## config.mk

```make
export PLATFORM = sky130hd
export DESIGN_NAME = fetch_stage
export DESIGN_NICKNAME = d
export VERILOG_FILES = /design/src/rtl/mips_pkg.sv /design/src/rtl/pc_unit.sv /design/src/rtl/fetch_stage.sv
export SDC_FILE = /design/constraint.sdc
export NUM_CORES = 1
export LEC_CHECK = 0
export CAP_MARGIN = 0
export CORE_ASPECT_RATIO = 0.8
export CORE_MARGIN = 2
export CORE_UTILIZATION = 44
export CTS_BUF_LIST = sky130_fd_sc_hd__clkbuf_8
export DETAILED_ROUTE_END_ITERATION = 10
export PLACE_DENSITY = 0.87
export REMOVE_ABC_BUFFERS = 1
export SLEW_MARGIN = 40
export SYNTH_ARGS = -nofsm -noshare
export SYNTH_HDL_FRONTEND = slang
export SYNTH_SLANG_ARGS = --single-unit
```

## constraint.sdc

```tcl
create_clock -name clk -period 2 [get_ports clk]
set_input_delay 0.3 -clock clk [delete_from_list [all_inputs] [get_ports clk]]
set_output_delay 0.3 -clock clk [all_outputs]
set_load 0.02 [all_outputs]
```

## src/rtl/mips_pkg.sv

```systemverilog
// Shared definitions for the MIPS pipeline: instruction constants, the IF/ID
// bundle and the fetch-address legality helper.
package mips_pkg;

  localparam int unsigned INSTR_W   = 32;
  localparam logic [INSTR_W-1:0] NOP_INSTR = 32'h0000_0000;
  localparam logic [31:0] PC_STEP   = 32'd4;

  typedef struct packed {
    logic [INSTR_W-1:0] instruction;
    logic [31:0]        pc_plus4;
    logic               valid;
  } if_id_t;

  // Whole word must lie inside memory; computed in 33 bits so PC near 2^32 cannot wrap.
  function automatic logic pc_is_legal(input logic [31:0] pc, input int unsigned imem_bytes);
    logic [32:0] last_byte;
    last_byte = {1'b0, pc} + 33'd3;
    return (pc[1:0] == 2'b00) && (last_byte < 33'(imem_bytes));
  endfunction

endpackage

```

## src/rtl/pc_unit.sv

```systemverilog
// Program counter with prioritised next-PC selection (redirect > stall >
// illegal hold > sequential) and combinational legality of the current PC.
module pc_unit
  import mips_pkg::*;
#(
  parameter logic [31:0] PC_RESET   = 32'h0000_0000,
  parameter int unsigned IMEM_BYTES = 52
) (
  input  logic        clk,
  input  logic        reset,
  input  logic        stall_i,
  input  logic        redirect_i,
  input  logic [31:0] redirect_target_i,
  output logic [31:0] pc_o,
  output logic [31:0] pc_plus4_o,
  output logic        pc_legal_o
);

  logic [31:0] pc_q;
  logic [31:0] pc_d;

  assign pc_o       = pc_q;
  assign pc_plus4_o = pc_q + PC_STEP;
  assign pc_legal_o = pc_is_legal(pc_q, IMEM_BYTES);

  always_comb begin
    pc_d = pc_q;
    if (redirect_i) begin
      pc_d = redirect_target_i & 32'hFFFF_FFFC;
    end else if (stall_i) begin
      pc_d = pc_q;
    end else if (!pc_legal_o) begin
      pc_d = pc_q;
    end else begin
      pc_d = pc_plus4_o;
    end
  end

  always_ff @(posedge clk or negedge reset) begin
    if (!reset) begin
      pc_q <= PC_RESET;
    end else begin
      pc_q <= pc_d;
    end
  end

endmodule

```

## src/rtl/fetch_stage.sv

```systemverilog
// Instruction-fetch stage: drives PC to instruction memory, registers the
// returned word into IF/ID and pulses Fetch_Fault when PC turns illegal.
module fetch_stage
  import mips_pkg::*;
#(
  parameter logic [31:0] PC_RESET   = 32'h0000_0000,
  parameter int unsigned IMEM_BYTES = 52
) (
  input  logic               clk,
  input  logic               reset,
  output logic [31:0]        PC,
  input  logic [INSTR_W-1:0] Instruction_Code,
  input  logic               Stall,
  input  logic               Redirect,
  input  logic [31:0]        Redirect_Target,
  output logic [INSTR_W-1:0] IF_ID_Instruction,
  output logic [31:0]        IF_ID_PC_Plus4,
  output logic               IF_ID_Valid,
  output logic               Fetch_Fault
);

  logic [31:0] pc_plus4_s;
  logic        pc_legal_s;

  if_id_t if_id_q, if_id_d;
  logic   prev_legal_q, prev_legal_d;
  logic   fault_q, fault_d;

  pc_unit #(
    .PC_RESET   (PC_RESET),
    .IMEM_BYTES (IMEM_BYTES)
  ) u_pc_unit (
    .clk               (clk),
    .reset             (reset),
    .stall_i           (Stall),
    .redirect_i        (Redirect),
    .redirect_target_i (Redirect_Target),
    .pc_o              (PC),
    .pc_plus4_o        (pc_plus4_s),
    .pc_legal_o        (pc_legal_s)
  );

  always_comb begin
    if_id_d = if_id_q;
    if (Redirect) begin
      if_id_d = '{instruction: NOP_INSTR, pc_plus4: 32'd0, valid: 1'b0};
    end else if (Stall) begin
      if_id_d = if_id_q;
    end else if (!pc_legal_s) begin
      if_id_d = '{instruction: NOP_INSTR, pc_plus4: 32'd0, valid: 1'b0};
    end else begin
      if_id_d = '{instruction: Instruction_Code, pc_plus4: pc_plus4_s, valid: 1'b1};
    end
  end

  // Reset counts as "previously legal", so an illegal PC_RESET still faults once.
  always_comb begin
    prev_legal_d = pc_legal_s;
    fault_d      = prev_legal_q && !pc_legal_s;
  end

  always_ff @(posedge clk or negedge reset) begin
    if (!reset) begin
      if_id_q      <= '{instruction: NOP_INSTR, pc_plus4: 32'd0, valid: 1'b0};
      prev_legal_q <= 1'b1;
      fault_q      <= 1'b0;
    end else begin
      if_id_q      <= if_id_d;
      prev_legal_q <= prev_legal_d;
      fault_q      <= fault_d;
    end
  end

  assign IF_ID_Instruction = if_id_q.instruction;
  assign IF_ID_PC_Plus4    = if_id_q.pc_plus4;
  assign IF_ID_Valid       = if_id_q.valid;
  assign Fetch_Fault       = fault_q;

endmodule

```

==> results of run 1 <==
[worst register-to-register path, cell delays in order (launching register included)]
cell and delay [ns]:
dfrtp_1 0.43, nor4_4 0.37, and4_2 0.46, buf_12 0.21, nand3_1 0.10, a21oi_1 0.17
[cell type report]
type | instances | area (um^2) | area share, %
clock buffer | 12 | 165 | 2.83
sequential | 96 | 2400 | 41.2
multi-input combinational | 206 | 1330 | 22.8
timing repair buffer | 173 | 1760 | 30.2
clock inverter | 4 | 28.8 | 0.493
tap | 112 | 140 | 2.40
inverter | 2 | 7.51 | 0.129
[worst paths after layout]
kind | from | endpoint | slack (ns)
min in group asynchronous | reset | IF_ID_PC_Plus4[7]$_DFFE_PN0P_ | 0.42
max in group asynchronous | reset | u_pc_unit.pc_o[8]$_DFFE_PN0P_ | 0.93
setup reg to reg | u_pc_unit.pc_o[22]$_DFFE_PN0P_ | IF_ID_Instruction[11]$_DFFE_PN0P_ | 0.17
hold reg to reg | IF_ID_PC_Plus4[15]$_DFFE_PN0P_ | IF_ID_PC_Plus4[15]$_DFFE_PN0P_ | 0.49
hold / removal | Redirect | IF_ID_Instruction[19]$_DFFE_PN0P_ | 0.30
setup / recovery | u_pc_unit.pc_o[22]$_DFFE_PN0P_ | IF_ID_Instruction[11]$_DFFE_PN0P_ | 0.17
[logic make-up (layout without fill, tap and decap cells)]
family	Yosys count	count (layout)	share of synthesized area (%)
other cells	1	2	0.0972
flops	96	96	62.3
buf+inv	28	191	3.34
simple gates	127	127	19.1
xor+xnor	3	3	0.681
mux	25	25	7.30
compound gates	48	48	6.88
fa+ha+maj	1	1	0.324
[synth_stat cells (all sizes together), types with 3 or more instances]
master / count
clkbuf: 16
a21oi: 38
nand3: 38
nor2: 6
nor4: 7
dfrtp: 95
nand2: 39
buf: 10
a31oi: 3
mux2: 25
and2: 26
[flip-flops by register name (all words and copies together), names as in the netlist]
name               count
IF_ID_Instruction     32
Fetch_Fault            1
IF_ID_Valid            1
u_pc_unit.pc_o        30
prev_legal_q           1
IF_ID_PC_Plus4        31
[power by group]
| group | internal [W] | switching, W | total (W) |
|---|---|---|---|
| sequential | 0.00200 | 0.0000746 | 0.00207 |
| combinational | 0.000303 | 0.000252 | 0.000555 |
| clock | 0.000555 | 0.000657 | 0.00121 |
| total | 0.00286 | 0.000984 | 0.00384 |
[metal layers]
layer	vias up	part of all wire [%]
li1	1447	-
met1	1507	41
met2	139	49
met3	8	9.3
met4	0	0.72
met5	-	0
[timing repair]
item | CTS | global route
hold buffers | 1 | 0
endpoints found under the setup margin | 0 | 0
endpoints found under the hold margin | 29 | 0
buffers inserted | 0 | 0
[through the flow]
step           setup TNS (ns)  total power [W]
4_1_cts                     0          0.00389
6_report                    0          0.00384
2_1_floorplan         -0.0222          0.00229
5_1_grt                     0          0.00402
3_5_place_dp                0          0.00267
3_3_place_gp                0          0.00265
==> impl_metrics.tcl, run 1 <==
set metrics [dict create \
    outcome "finished, final reports clean" \
    hpwl_um 7290 \
    gp_congestion 0.797 \
    final-hold-violation-count 0 \
    core_um2 8480 \
    cts_buffers 9 \
    clock_latency_ns 0.35 \
    drive_gt1_share_pct 13.0 \
    grt_pass1_wl_um 16000 \
    endpoint_kind "register" \
    rows 30 \
    initial_core_util_pct 45.5 \
    stdcell_count 605 \
    seq_area_frac_synth_pct 62.3 \
    p_leak_nw 2.38 \
    critPathTopFamily "simple AND/OR/NAND/NOR gates" \
    critPathBufInv 1 \
    ys.warnings.count 0 \
    grt_use_met1_pct 26.9 \
    setup.worst_path.start_class "register" \
    dr.first_iter.drc_count 226 \
    met3_usage_pct 7.66 \
    worst_path_max_delay_cell "and4_2" \
    via_per_inst 5.13 \
    final_cell_mix "clkdlybuf4s50_1, dfrtp_1, nand2_1, nand3_1, a21oi_1" \
    grt_busiest_layer "met2" \
    route.detailed.drc 0 \
    p_per_area_nw_per_um2 659 \
    worst_slack_ns 0.175 \
    grt_remaining_overflow 0 \
    ys_async_sr_fraction_pct 100 \
    io_pins 166 \
    port_buffers 161 \
    whs_ns 0.298 \
    cts_tree "done" \
    drtPass1Iterations 4 \
    die_w_um 109 \
    syn_area_per_cell_um2 11.7 \
    clock.fmax_mhz 548 \
    mostFrequentLayoutCell "clkdlybuf4s50_1" \
    nets 557 \
    drv_slew 0 \
    hold_depth 2 \
    placed_area_um2 5630 \
    antenna_found_initial 0 \
    placed_cells 588 \
    crit_type "reg2reg" \
    clock-sinks 96 \
    num_vias 3101 \
    setup_viol 0 \
    critical_path_peak_fanout 24 \
    cts_root_buffer "clkbuf_8" \
    ir_drop_uv 507 \
    worstPathRequired_ns 2.27 \
    nFillCells 645 \
    pre_cts_slack_ns 0.111 \
    h-tree-depth 3 \
    synth_flop_cell "dfrtp_1" \
    cts.path.max_buffers 2 \
    path_cells "nor4_4 > and4_2 > buf_12 > nand3_1 > a21oi_1" \
    synthToLayoutAreaGrowth_pct 51.2 \
    die_h_um 87.7 \
    syn_inst 329 \
    final_core_util_pct 68.8 \
    grt_pass1_vias 3105 \
    antenna_left 0 \
    grt_usage_pct 21.8 \
    ys_ff_latch 96 \
    grt_max_degree 44 \
    crit_arrival_ns 2.09 \
    layout_worst_path_cycle_share_pct 91.3 \
    antenna_cells 0 \
    netlist_top_cells_area "dfrtp_1, mux2_2, a21oi_1" \
    drv_cap 0 \
    slowest_delay_ns 0.46 \
    yosys.area.top_type_share_pct 61.6 \
    use_met2_pct 37.4 \
    path_clk_slew_ns 0.09 \
    routedWlPerCell_um 16.7 \
    synth_top_area_cell "dfrtp_1" \
    critical_path_depth 5 \
    synth_edf_count 0 \
    ctsResizeCount 0 \
    hold_path_class "in2reg" \
    stdcell_area_um2 5830 \
    dieArea_um2 9540 \
    wl_um 10100 \
    ys_types 36 \
    period_needed_ns 1.83 \
    rsz0062_at_grt "false" \
    synth.cell_area_um2 3860 \
    fin_skew_ns 0.0108 \
    reg2reg_depth 5 \
]
No activity file was read; power rests on OpenSTA's default activity.
==> run 2, diff against run 1 <==
--- a/config.mk
+++ b/config.mk
@@ -11,7 +11,7 @@
 export CORE_UTILIZATION = 44
 export CTS_BUF_LIST = sky130_fd_sc_hd__clkbuf_8
 export DETAILED_ROUTE_END_ITERATION = 10
-export PLACE_DENSITY = 0.87
+export PLACE_DENSITY = 0.92
 export REMOVE_ABC_BUFFERS = 1
 export SLEW_MARGIN = 40
 export SYNTH_ARGS = -nofsm -noshare
==> run 2 against run 1 <==
- highest routed layer unchanged
- sequential power hardly changed
- global-route usage about the same
- power grew 4.9%
- largest power group unchanged
- sequential share of layout area down 0.053 points
- cell count is the same
==> impl_metrics.tcl, run 2 (synthesis results as in run 1) <==
set metrics [dict create \
    maxSlewHeadroom_pct 63.7 \
    cts.path.max_buffers 2 \
    antenna_found_initial 0 \
    p_leak_nw 2.38 \
    rsz0062_at_grt "false" \
    core_um2 8480 \
    dieArea_um2 9540 \
    die_w_um 109 \
    p_int_w 0.00301 \
    final_core_util_pct 68.8 \
    critical_path_peak_fanout 32 \
    io_pins 166 \
    worstPathRequired_ns 2.28 \
    cts_buffers 9 \
    final_cell_mix "clkdlybuf4s50_1, dfrtp_1, nand2_1, nand3_1, a21oi_1" \
    combPwrFrac_pct 13.6 \
    drive_gt1_share_pct 13.2 \
    hpwl_um 7280 \
    routedWlPerCell_um 16.6 \
    layout_worst_path_cycle_share_pct 91.6 \
    h-tree-depth 3 \
    endpoint_kind "register" \
    p_per_area_nw_per_um2 690 \
    grt_max_degree 57 \
    pre_cts_slack_ns 0.0720 \
    initial_core_util_pct 45.5 \
    crit_type "reg2reg" \
    port_buffers 161 \
    outcome "finished, final reports clean" \
    route.detailed.drc 0 \
    num_vias 3085 \
    period_needed_ns 1.83 \
    cts_root_buffer "clkbuf_8" \
    setup.worst_path.start_class "register" \
    nFillCells 623 \
    worstMarginPinSlew_ns 0.545 \
    setup_viol 0 \
    antenna_cells 0 \
    nets 557 \
    crit_arrival_ns 2.11 \
    clock_latency_ns 0.36 \
    grt_usage_pct 21.7 \
    wl_um 10000 \
    grt_pass1_wl_um 15900 \
    ir_drop_uv 602 \
    final-hold-violation-count 0 \
    placed_area_um2 5600 \
    ctsHoldBuffers 1 \
    ctsResizeCount 0 \
    grt_remaining_overflow 0 \
    clock-sinks 96 \
    mostFrequentLayoutCell "clkdlybuf4s50_1" \
    largest_reg_flops 32 \
    hold_path_class "in2reg" \
    die_h_um 87.7 \
    switching_share_pct 25.2 \
    fin_skew_ns 0.0105 \
    gp_congestion 0.810 \
    cts_tree "done" \
    drv_slew 0 \
    cts_setup_buffers 0 \
    dr.first_iter.drc_count 212 \
    via_per_inst 5.10 \
    antenna_left 0 \
    synthToLayoutAreaGrowth_pct 51.4 \
    p_sw_w 0.00102 \
    drtPass1Iterations 4 \
    p_clk_share_pct 35.0 \
    path_clk_slew_ns 0.09 \
    seqPwrFrac_pct 51.4 \
    worst_slack_ns 0.168 \
    stdcell_area_um2 5840 \
    clock.fmax_mhz 546 \
    grt_pass1_vias 3071 \
    drv_cap 0 \
    rows 30 \
]
-- run 2: cell type report --
type | instances | area [um^2] | area share (%)
clock buffers | 9 | 124 | 2.12
flip-flops and latches | 96 | 2400 | 41.2
well taps | 112 | 140 | 2.40
clock inverters | 7 | 103 | 1.76
repair buffers | 173 | 1730 | 29.7
inverters | 2 | 7.51 | 0.129
multi-input cells | 206 | 1330 | 22.8
-- run 2: path summary, 6_finish.rpt --
check / startpoint / endpoint / slack, ns / cells after the start
worst max-delay path: u_pc_unit.pc_o[22]$_DFFE_PN0P_ / u_pc_unit.pc_o[4]$_DFFE_PN0P_ / 0.17 / 5
worst min-delay path: Redirect / IF_ID_PC_Plus4[6]$_DFFE_PN0P_ / 0.41 / 2
worst max register to register: u_pc_unit.pc_o[22]$_DFFE_PN0P_ / u_pc_unit.pc_o[4]$_DFFE_PN0P_ / 0.17 / 5
worst min register to register: IF_ID_PC_Plus4[15]$_DFFE_PN0P_ / IF_ID_PC_Plus4[15]$_DFFE_PN0P_ / 0.49 / 1
max in group asynchronous: reset / IF_ID_Instruction[3]$_DFFE_PN0P_ / 0.86 / 3
min in group asynchronous: reset / u_pc_unit.pc_o[10]$_DFFE_PN0P_ / 0.48 / 2
-- run 2: stage by stage --
| step | hold slack, ns | TNS, ns | total power [W] | instances |
|---|---|---|---|---|
| detailed placement | 0.316 | 0 | 0.00266 | 588 |
| floorplan | 0.00441 | -0.0222 | 0.00229 | 304 |
| CTS | 0.407 | 0 | 0.00408 | 605 |
| finish | 0.412 | 0 | 0.00403 | 605 |
| global placement | 0.311 | 0 | 0.00264 | 588 |
| global route | 0.432 | 0 | 0.00421 | 605 |
-- run 2: critical path, cell delays in order, from the launching register on --
cell and delay [ns]:
dfrtp_1 0.43, nor4_4 0.37, and4_2 0.42, buf_12 0.22, nand4b_1 0.11, a31oi_1 0.18
-- run 2: per-layer routing --
metal	part of all wire [%]	track usage (%)
met1	41	28.0
met2	49	36.1
met3	9.0	6.70
met4	1.3	5.71
met5	0	0
-- run 2: power groups by stage --
| stage | Clock (W) | Combinational (W) | Sequential (W) |
|---|---|---|---|
| CTS | 0.00145 | 0.000554 | 0.00207 |
| detailed placement | 0 | 0.000548 | 0.00211 |
| finish | 0.00141 | 0.000548 | 0.00207 |
| floorplan | 0 | 0.000111 | 0.00218 |
| global route | 0.00155 | 0.000585 | 0.00208 |
| global placement | 0 | 0.000537 | 0.00211 |
==> run 3, diff against run 2 <==
--- a/config.mk
+++ b/config.mk
@@ -8,10 +8,11 @@
 export CAP_MARGIN = 0
 export CORE_ASPECT_RATIO = 0.8
 export CORE_MARGIN = 2
-export CORE_UTILIZATION = 44
+export CORE_UTILIZATION = 60
 export CTS_BUF_LIST = sky130_fd_sc_hd__clkbuf_8
 export DETAILED_ROUTE_END_ITERATION = 10
-export PLACE_DENSITY = 0.92
+export DONT_BUFFER_PORTS = 1
+export PLACE_DENSITY = 0.85
 export REMOVE_ABC_BUFFERS = 1
 export SLEW_MARGIN = 40
 export SYNTH_ARGS = -nofsm -noshare
==> run 3 against run 2 <==
- the run now ends with negative hold slack left
- combinational power shrank 54%
- critical path depth down 1
- first-iteration DRC count shrank 43%
- flip-flop and latch count did not move
- sequential share of layout area increased by 15 points
- clock power up 6%
- core utilization is 0.77 points lower
- via count shrank 17%
- die area is 26% lower
- clock skew fell by 0.0017 ns
- worst setup slack got worse by 0.070 ns
- largest power group unchanged
- highest routed layer unchanged
==> impl_metrics.tcl, run 3 (synthesis results as in run 1) <==
set metrics [dict create \
    crit_type "reg2reg" \
    antenna_cells 0 \
    routedWlPerCell_um 20.0 \
    grt_max_degree 97 \
    nets 407 \
    final-hold-violation-count 96 \
    startpoint "u_pc_unit.pc_o[17]$_DFFE_PN0P_" \
    whs_ns -0.370 \
    dieArea_um2 7090 \
    core_um2 6310 \
    reg2reg_depth 4 \
    worstPathRequired_ns 2.27 \
    clock_latency_ns 0.35 \
    slowest_delay_ns 0.52 \
    ctsResizeCount 0 \
    cts_setup_buffers 0 \
    final_core_util_pct 68.1 \
    maxSlewHeadroom_pct 55.2 \
    switching_share_pct 23.2 \
    io_pins 166 \
    seqPwrFrac_pct 54.7 \
    outcome "finished, violations left" \
    layout_worst_path_cycle_share_pct 95.1 \
    setup.worst_path.start_class "register" \
    ctsHoldBuffers 5 \
    r2r-start "u_pc_unit.pc_o[17]$_DFFE_PN0P_" \
    gp_congestion 0.829 \
    p_sw_w 0.000893 \
    num_vias 2550 \
    period_needed_ns 1.90 \
    worst_path_max_delay_cell "or4_4" \
    rows 26 \
    die_h_um 75.7 \
    path_clk_slew_ns 0.09 \
    p_leak_nw 1.84 \
    grt_usage_pct 23.9 \
    power.total_w 0.00385 \
    h-tree-depth 3 \
    path_cells "nor4_4 > nand4_4 > or4_4 > a31oi_1" \
    largest_reg_flops 32 \
    cts.path.max_buffers 2 \
    via_per_inst 5.97 \
    cts_tree "done" \
    stdcell_area_um2 4300 \
    hpwl_um 5350 \
    p_int_w 0.00295 \
    grt_pass1_vias 2382 \
    antenna_left 0 \
    drv_slew 0 \
    nFillCells 482 \
    endpoint_kind "register" \
    failed_checks "negative hold slack" \
    clock-sinks 96 \
    die_w_um 93.6 \
    synthToLayoutAreaGrowth_pct 11.4 \
    antenna_found_initial 0 \
    setup_viol 0 \
    worstMarginPinSlew_ns 0.668 \
    final_cell_mix "dfrtp_1, nand2_1, nand3_1, a21oi_1, and2_1" \
    placed_area_um2 4000 \
    clock.fmax_mhz 526 \
    combPwrFrac_pct 6.6 \
    ir_drop_uv 694 \
    hold_path_class "in2async" \
    crit_arrival_ns 2.17 \
    critical_path_peak_fanout 8 \
    route.detailed.drc 0 \
    cts_root_buffer "clkbuf_8" \
    p_per_area_nw_per_um2 895 \
    cts_buffers 9 \
    grt_pass1_wl_um 12500 \
    drv_cap 0 \
    drive_gt1_share_pct 20.7 \
    tns_ns 0 \
    p_clk_share_pct 38.7 \
    dr.first_iter.drc_count 120 \
    wl_um 8560 \
    initial_core_util_pct 61.1 \
    fin_skew_ns 0.00880 \
    grt_remaining_overflow 0 \
    rsz0062_at_grt "false" \
    drtPass1Iterations 4 \
    mostFrequentLayoutCell "dfrtp_1" \
    port_buffers 0 \
]
## run 3: cell type report
cell class	count	area (um^2)	area share (%)
Clock buffer	9	124	2.88
Multi-Input combinational cell	206	1330	31.0
Tap cell	84	105	2.45
Sequential cell	96	2400	55.9
Clock inverter	7	118	2.74
Inverter	2	7.51	0.175
Timing Repair Buffer	23	208	4.83
## run 3: per-layer routing
layer / vias to the layer above / GRT usage, % / part of all wire (%)
met5: - / 0 / 0
met4: 0 / 8.37 / 1.4
met3: 14 / 10.2 / 11
met2: 133 / 38.8 / 49
met1: 1256 / 29.4 / 38
li1: 1147 / - / -
## run 3: critical path: cells and delay by family, from the launching register on
| family | cells | cell delay (ns) |
|---|---|---|
| AND/OR/NAND/NOR | 3 | 1.10 |
| flip-flops | 1 | 0.51 |
| AO/OA/AOI/OAI | 1 | 0.21 |
## run 3: power groups by stage
| stage | Clock [W] | Sequential (W) | Combinational (W) |
|---|---|---|---|
| after CTS | 0.00152 | 0.00210 | 0.000254 |
| after global placement | 0 | 0.00214 | 0.000222 |
| after global routing | 0.00158 | 0.00211 | 0.000273 |
| after detailed placement | 0 | 0.00214 | 0.000229 |
| final | 0.00149 | 0.00210 | 0.000254 |
| after floorplan | 0 | 0.00218 | 0.000111 |
## run 3: stage by stage
| step | cells | setup slack, ns | hold WS, ns |
|---|---|---|---|
| floorplan | 304 | -0.0182 | 0.00441 |
| global placement | 405 | 0.208 | 0.00631 |
| detailed placement | 405 | 0.167 | 0.00602 |
| CTS | 426 | 0.105 | -0.385 |
| global route | 427 | 0.00372 | -0.390 |
| finish | 427 | 0.0984 | -0.370 |
## run 3: path summary, 6_finish.rpt
path | end | slack, ns
setup / recovery | u_pc_unit.pc_o[2]$_DFFE_PN0P_ | 0.1
hold / removal | u_pc_unit.pc_o[7]$_DFFE_PN0P_ | -0.37
setup reg to reg | u_pc_unit.pc_o[2]$_DFFE_PN0P_ | 0.1
hold reg to reg | Fetch_Fault$_DFF_PN0_ | 0.52
max in group asynchronous | prev_legal_q$_DFF_PN1_ | 2.19
min in group clk | IF_ID_PC_Plus4[2]$_DFFE_PN0P_ | 0.02
